`src/rtl/btn_event_mmio.sv`:
```
// Debounced push-button event capture with a timestamped event FIFO behind a two-word MMIO window.
// Presses latch into per-channel pending flags; an arbiter drains them into the FIFO lowest index first.
module btn_event_mmio #(
  parameter int unsigned NUM_BTN         = 4,
  parameter int unsigned DEPTH           = 8,
  parameter int unsigned DEBOUNCE_CYCLES = 500000,
  parameter int unsigned TS_DIV          = 50000,
  parameter logic [11:0] ADDR_DATA       = 12'd7,
  parameter logic [11:0] ADDR_STATUS     = 12'd11
) (
  input  logic               clock,
  input  logic               reset,
  input  logic [NUM_BTN-1:0] btn_in,
  input  logic [11:0]        addr,
  input  logic               rd_en,
  input  logic               wr_en,
  input  logic [31:0]        wdata,
  output logic [31:0]        rdata,
  output logic               hit,
  output logic               irq
);

  localparam int unsigned DB_W  = (DEBOUNCE_CYCLES > 1) ? $clog2(DEBOUNCE_CYCLES) : 1;
  localparam int unsigned DIV_W = (TS_DIV > 1) ? $clog2(TS_DIV) : 1;
  localparam int unsigned PTR_W = $clog2(DEPTH);
  localparam int unsigned CNT_W = $clog2(DEPTH + 1);

  localparam logic [DB_W-1:0]  DB_LAST  = DB_W'(DEBOUNCE_CYCLES - 1);
  localparam logic [DIV_W-1:0] DIV_LAST = DIV_W'(TS_DIV - 1);
  localparam logic [CNT_W-1:0] CNT_FULL = CNT_W'(DEPTH);

  logic [NUM_BTN-1:0] r_sync1, r_sync2, r_stable, r_pend;
  logic [DB_W-1:0]    r_db_cnt [NUM_BTN];
  logic [DB_W-1:0]    w_db_cnt_d [NUM_BTN];
  logic [NUM_BTN-1:0] w_toggle, w_rise, w_grant, w_clr, w_pend_d;
  logic [7:0]         w_grant_idx;
  logic               w_found;

  logic [DIV_W-1:0]   r_div;
  logic [15:0]        r_ts;

  logic [23:0]        r_mem [DEPTH];
  logic [PTR_W-1:0]   r_wptr, r_rptr;
  logic [CNT_W-1:0]   r_count, w_count_d;
  logic               r_ovf, r_irq;
  logic               w_full, w_empty, w_sel_data, w_sel_status;
  logic               w_flush, w_ovf_clr, w_ovf_set, w_push, w_pop;
  logic [23:0]        w_head;
  logic               w_unused_wdata;

  assign w_unused_wdata = ^wdata[31:2];

  always_ff @(posedge clock or negedge reset) begin
    if (!reset) begin
      r_sync1 <= '0;
      r_sync2 <= '0;
    end else begin
      r_sync1 <= btn_in;
      r_sync2 <= r_sync1;
    end
  end

  // Counter runs only while the synchronized level disagrees with the accepted level.
  always_comb begin
    w_toggle = '0;
    for (int i = 0; i < NUM_BTN; i++) begin
      w_db_cnt_d[i] = '0;
      if (r_sync2[i] != r_stable[i]) begin
        if (r_db_cnt[i] == DB_LAST) begin
          w_toggle[i] = 1'b1;
        end else begin
          w_db_cnt_d[i] = r_db_cnt[i] + DB_W'(1);
        end
      end
    end
  end

  assign w_rise = w_toggle & ~r_stable;

  always_ff @(posedge clock or negedge reset) begin
    if (!reset) begin
      r_stable <= '0;
      for (int i = 0; i < NUM_BTN; i++) r_db_cnt[i] <= '0;
    end else begin
      r_stable <= r_stable ^ w_toggle;
      for (int i = 0; i < NUM_BTN; i++) r_db_cnt[i] <= w_db_cnt_d[i];
    end
  end

  always_comb begin
    w_grant     = '0;
    w_grant_idx = '0;
    w_found     = 1'b0;
    for (int i = 0; i < NUM_BTN; i++) begin
      if (r_pend[i] && !w_found) begin
        w_found     = 1'b1;
        w_grant[i]  = 1'b1;
        w_grant_idx = 8'(i);
      end
    end
  end

  assign w_sel_data   = (addr == ADDR_DATA);
  assign w_sel_status = (addr == ADDR_STATUS);
  assign hit          = w_sel_data | w_sel_status;

  assign w_full    = (r_count == CNT_FULL);
  assign w_empty   = (r_count == '0);
  assign w_flush   = wr_en & w_sel_status & wdata[0];
  assign w_ovf_clr = wr_en & w_sel_status & (wdata[0] | wdata[1]);
  assign w_push    = w_found & ~w_full & ~w_flush;
  assign w_pop     = rd_en & w_sel_data & ~w_empty & ~w_flush;
  assign w_clr     = w_push ? w_grant : '0;

  // A press on an already-pending channel is dropped; it only raises overflow.
  assign w_ovf_set = |(w_rise & r_pend);
  assign w_pend_d  = w_flush ? '0 : ((r_pend & ~w_clr) | (w_rise & ~r_pend));

  always_comb begin
    w_count_d = r_count;
    if (w_flush) begin
      w_count_d = '0;
    end else if (w_push && !w_pop) begin
      w_count_d = r_count + CNT_W'(1);
    end else if (w_pop && !w_push) begin
      w_count_d = r_count - CNT_W'(1);
    end
  end

  always_ff @(posedge clock or negedge reset) begin
    if (!reset) begin
      r_pend  <= '0;
      r_ovf   <= 1'b0;
      r_wptr  <= '0;
      r_rptr  <= '0;
      r_count <= '0;
      r_irq   <= 1'b0;
    end else begin
      r_pend  <= w_pend_d;
      r_ovf   <= w_ovf_set | (r_ovf & ~w_ovf_clr);
      r_count <= w_count_d;
      r_irq   <= (w_count_d != '0);
      if (w_flush) begin
        r_wptr <= '0;
        r_rptr <= '0;
      end else begin
        if (w_push) r_wptr <= r_wptr + PTR_W'(1);
        if (w_pop)  r_rptr <= r_rptr + PTR_W'(1);
      end
    end
  end

  always_ff @(posedge clock) begin
    if (w_push) r_mem[r_wptr] <= {w_grant_idx, r_ts};
  end

  always_ff @(posedge clock or negedge reset) begin
    if (!reset) begin
      r_div <= '0;
      r_ts  <= '0;
    end else if (r_div == DIV_LAST) begin
      r_div <= '0;
      r_ts  <= r_ts + 16'd1;
    end else begin
      r_div <= r_div + DIV_W'(1);
    end
  end

  assign w_head = r_mem[r_rptr];
  assign irq    = r_irq;

  always_comb begin
    rdata = '0;
    if (w_sel_data) begin
      if (!w_empty) rdata = {1'b1, 7'b0, w_head};
    end else if (w_sel_status) begin
      rdata = {r_ovf, 7'b0, 8'(r_count), 16'(r_stable)};
    end
  end

endmodule

```
`config.mk`:
```
export PLATFORM = sky130hd
export DESIGN_NAME = btn_event_mmio
export DESIGN_NICKNAME = d
export VERILOG_FILES = /design/src/rtl/btn_event_mmio.sv
export SDC_FILE = /design/constraint.sdc
export NUM_CORES = 1
export LEC_CHECK = 0
export CORE_ASPECT_RATIO = 1.1
export CORE_MARGIN = 10
export CORE_UTILIZATION = 60
export DETAILED_ROUTE_END_ITERATION = 8
export HOLD_SLACK_MARGIN = 0.06
export PLACE_DENSITY = 0.77
export RECOVER_POWER = 25
export REMOVE_ABC_BUFFERS = 1
export SLEW_MARGIN = 20
export SYNTH_ARGS = -nofsm -noshare
export SYNTH_HDL_FRONTEND = slang
export SYNTH_SLANG_ARGS = --single-unit
export TNS_END_PERCENT = 30
```
`constraint.sdc`:
```
create_clock -name clock -period 8.9 [get_ports clock]
set_clock_uncertainty 0.15 [all_clocks]
set_input_delay 0.89 -clock clock [delete_from_list [all_inputs] [get_ports clock]]
set_output_delay 0.89 -clock clock [all_outputs]
set_load 0.05 [all_outputs]
```
After elaboration in Yosys (flattened, before gate mapping):

Memory sizes are Yosys's and may differ from the RTL's.
Index checks and enable logic that the tools add are counted.
Widths: inputs -> output; s select.

* bits in registers: 136
* RAM bits: 192
* bits of input ports: 52
* output and inout bits: 34
* logic and storage cells: 119
* memories kept: 1

Memories
* r_mem: depth 8, width 24, rd ports 1, clocked after memory_dff 0, wr ports 1, line 42 `logic [23:0] r_mem [DEPTH];`

* add/sub/neg operators: 10
* eq/ne operators: 12
* mux-type cells: 41
* bitwise logic cells: 25
* reductions and logical operators: 15

Operator list (count)
* $mux 19: 8
* $mux 32: 3
* $add 19x1->19 const B: 4
* $eq 19x19->1 const B: 4
* $add 16x1->16 const B: 2
* $mux 4: 5
* $mux 1: 18
* $and 4x4->4: 4
* $eq 16x16->1 const B: 1
* $mux 16: 1
* $mux 8: 2
* $eq 12x3->1 const B: 1
* $eq 12x4->1 const B: 1
* $mux 3: 4
* $not 4->4: 3
* $and 1x1->1: 9
* $add 3x1->3 const B: 2
* $logic_and 1x1->1: 5
* $logic_not 1->1: 5
* $add 4x1->4 const B: 1
* $eq 4x4->1 const B: 1
* $logic_not 4->1: 1
* $ne 1x1->1: 4
* $not 1->1: 4
* 7 further kinds: 10

Longest topological paths before layout:

* depth after elaboration: 18
* depth in mapped cells: 10
* gate-level depth less buffers: 8

Least setup slack after synthesis:

Ideal clock, no wire load.

* kind: in2out
* from: in addr[7]
* to: out rdata[0]
* arrival: 2.971 ns
* required time: 7.860 ns
* slack: 4.889 ns
* stages: 4
* path buffers: 1
* cell sequence: nor4_1 -> nand4_1 -> clkbuf_1 -> o21ai_0

* longest elaborated chain between the ends: 3
* elaborated cells on any way between the ends: 4
* classes of those cells: 2 x eq/ne; 2 x mux

RTL lines
* start: declaration: line 14 `input logic [11:0] addr,`
* $eq 12x4->1: line 104 `assign w_sel_status = (addr == ADDR_STATUS);`
* $mux 32: line 176 `end else if (w_sel_status) begin`
* $mux 32 *: line 174 `if (w_sel_data) begin`
* end: declaration: line 18 `output logic [31:0] rdata,`

Every way passes the cells marked *; elsewhere a longest branch is shown, timed or not.

Final worst setup path:

* from: in addr[0]
* to: out rdata[17]

The elaborated chain is that of the path after synthesis.

==> qor.txt <==
Crit start category: input port
Die Ht: 169 µm
Cts-stage hold buffer count: 0
First-pass GRT wire length: 38800 µm
Die area: 26200 µm²
FF/Latch Area: 7730 µm²
Placed Area: 12800 µm²
Postcts setup bufs: 0
Simple-gate share of the synthesized area: 15.0%
Peak supply drop: 159 µV
TNS Setup: 0 ns
Sequential share of the synthesized area: 63.9%
Setup crit start: addr[0]
Routed WL per cell: 19.0 µm
Fmax: 0.181 GHz
Number of global-route vias before repair: 7361
# rows: 54
Worst R2R Setup Slack: 5.46 ns
Ports: 86
Worst Path Required: 7.86 ns
Post-route clock period utilization: 62.2%
Final instance area: 13800 µm²
Total Routing Usage GR: 18.2%
Count leader, synth: edfxtp_1
DR vias/cell: 5.78
Core area: 19800 µm²
Worst r2r src: r_count[0]
Grt ovf: 0
Antenna diode count: 0
Crit path DAT: 4.50 ns
Final hold vios: 0
Tmin final: 5.54 ns
Initial antenna violation count: 0
Largest family of logic cells by synthesized area: simple AND/OR/NAND/NOR gates
Final setup vio count: 0
Clk_lat worst skew: 0.54 ns
Syn avg cell area: 13.4 µm²
Syn Inst Count: 904
Cts bufs inserted: 28
Syn-to-layout area delta: 14.2%
# H-tree levels: 1
Pwr dens: 194 nW/µm²
Initial Utilization: 61.1%
Nets: 1026
Xor-xnor portion of the synthesized cell area: 7.75%
CP max stage delay: 0.89 ns
Prevailing post-synth register cell: edfxtp_1
Largest net degree at the start of global routing: 74
Layout cell share with drive strength beyond 1: 11.5%
Synth Area in Adders: 1.03%
Share of synthesized registers carrying an async set or reset: 48.6%
CP delay by family, top: simple AND/OR/NAND/NOR gates
LEAKAGE: 5.17 nW
GP Congestion: 0.798
Post-synth top area share: 35.8%
1st-iter DRT viols: 472
Vias post-DR: 7151
Crit. End Element: output pin
DR DRC count: 0
Synth top cells by count: edfxtp_1 (144), nor2_1 (140), dfrtp_1 (136)
Outcome: finished with violations
Fillcell total: 1357
CTS tree: built
RSZ-0062 raised after global routing: no
Critical-path top delay cell: clkdlybuf4s50_1
Yosys cell types: 50
Worst path cell trace: clkdlybuf4s50_1, nor4bb_1, nand3_1, nor3b_2, nand2_1, o21ai_0, clkdlybuf4s50_1
Compound-gate portion of the synthesized area: 1.67%
Synthesized area: 12100 µm²
Clock net sink count: 280
Crit-path max FO: 12
Max capacitance violation total: 1
DP Worst Slack: 3.34 ns
Max-slew violation count: 65
Failing checks: max-capacitance violations, max-slew violations
Worst Tran Pin Value: 3.40 ns
Min-Delay Path Class: flop to flop
PostCTS Resize Cnt: 0
Multi-input gate area: 4200 µm²
YS warnings: 0
Register clock-pin slew on the reported worst setup and hold paths: 0.06 ns
Mux cell area share after synthesis: 8.65%
DR pass1 iterations: 4
Port bufs: 44
HPWL after DPL: 14000 µm
Worst slew margin: -127%
Clock Path Buffers: 3
Chip width: 155 µm
Clock root cell: clkbuf_16
WP buf/inv: 2
Largest cells by area after synthesis: edfxtp_1 (36%), dfrtp_1 (28%), mux4_2 (6.7%)
Worst Setup EP: rdata[17]
Reg2reg end: r_mem[1][8]
Reg2Reg Depth: 7
Routed WL: 23500 µm
Critical path class: input port to output pin
EDFF count, synth: 144
Critical Path Stages: 7
Cell taking the most area after synthesis: edfxtp_1
Most used cell, CP: clkdlybuf4s50_1
Number of routed nets with antenna violations: 0
Final worst slack: 3.36 ns
FF+latch count, synth: 280
==> metrics by stage <==
step / hold WS [ns] / std cells / util, % / power [mW]
6_report: 0.199 / 1238 / 69.8 / 2.68
5_1_grt: 0.210 / 1238 / 69.8 / 2.77
4_1_cts: 0.201 / 1238 / 69.8 / 2.71
3_5_place_dp: 0.188 / 1186 / 64.8 / 1.47
3_3_place_gp: 0.183 / 1186 / 64.8 / 1.47
2_1_floorplan: 0.181 / 877 / - / 1.44
==> cell usage in the layout, fill, tap and decap left out, drive strengths merged, types with 13 or more instances in the layout <==
cell           instances
edfxtp               144
nand4                 23
nand3                 44
mux4                  36
dfrtp                136
mux2i                 19
nor3                  17
xnor2                 46
clkbuf                44
nand2                 63
o21ai                 14
xor2                  61
buf                   13
clkdlybuf4s50         43
and3                  17
nor2                 140
==> how the worst min path moves through the flow <==
stage / start / endpoint / slack [ns] / depth (start not counted)
2_1_floorplan: r_sync1[0] / r_sync2[0] / 0.18 / 0
3_3_place_gp: r_sync1[0] / r_sync2[0] / 0.18 / 0
3_5_place_dp: r_sync1[3] / r_sync2[3] / 0.19 / 0
4_1_cts: reset / r_sync1[0] / 0.20 / 1
5_1_grt: r_sync1[2] / r_sync2[2] / 0.21 / 0
6_report: r_sync1[2] / r_sync2[2] / 0.20 / 0
==> cells by family (layout without fill, tap and decap cells) <==
family                     count (synthesis)  count (layout)
DFF                                      280             280
adders and majority gates                 10              10
xor gates and xnor gates                 107             107
muxes                                     59              59
other                                      1              11
AOI/OAI and AO/OA                         33              33
and+or+nand+nor                          366             366
buffers and inverters                     48             120
==> metal layers <==
metal / track usage (%) / wire length, µm / vias to the layer above
met4: 4.48 / 318 / 0
met5: 0 / 0 / -
met3: 3.55 / 1300 / 25
li1: - / - / 3369
met1: 24.3 / 10200 / 3596
met2: 30.0 / 11700 / 161
==> state kept, by name, summed over array words and instances (netlist names), named ones only <==
register and cells:
r_db_cnt 76, r_mem 144, r_div 16, r_pend 4, r_count 4, irq 1, r_ts 16, r_sync1 4
r_ovf 1, r_sync2 4, r_rptr 3, r_wptr 3
==> cell type report <==
type                            count  share of cell area (%)
Clock buffer                       43                    6.31
Inverter                           11                   0.299
Timing Repair Buffer               57                    3.85
Sequential cell                   280                    56.0
Clock inverter                      9                   0.906
Tap cell                          252                    2.28
Multi-Input combinational cell    586                    30.4
==> power by group <==
group / internal [mW] / switching (mW)
registers: 1.36 / 0.0148
logic: 0.0238 / 0.0447
clock network: 0.761 / 0.474
Note: power is estimated with default switching activity, not from simulation.
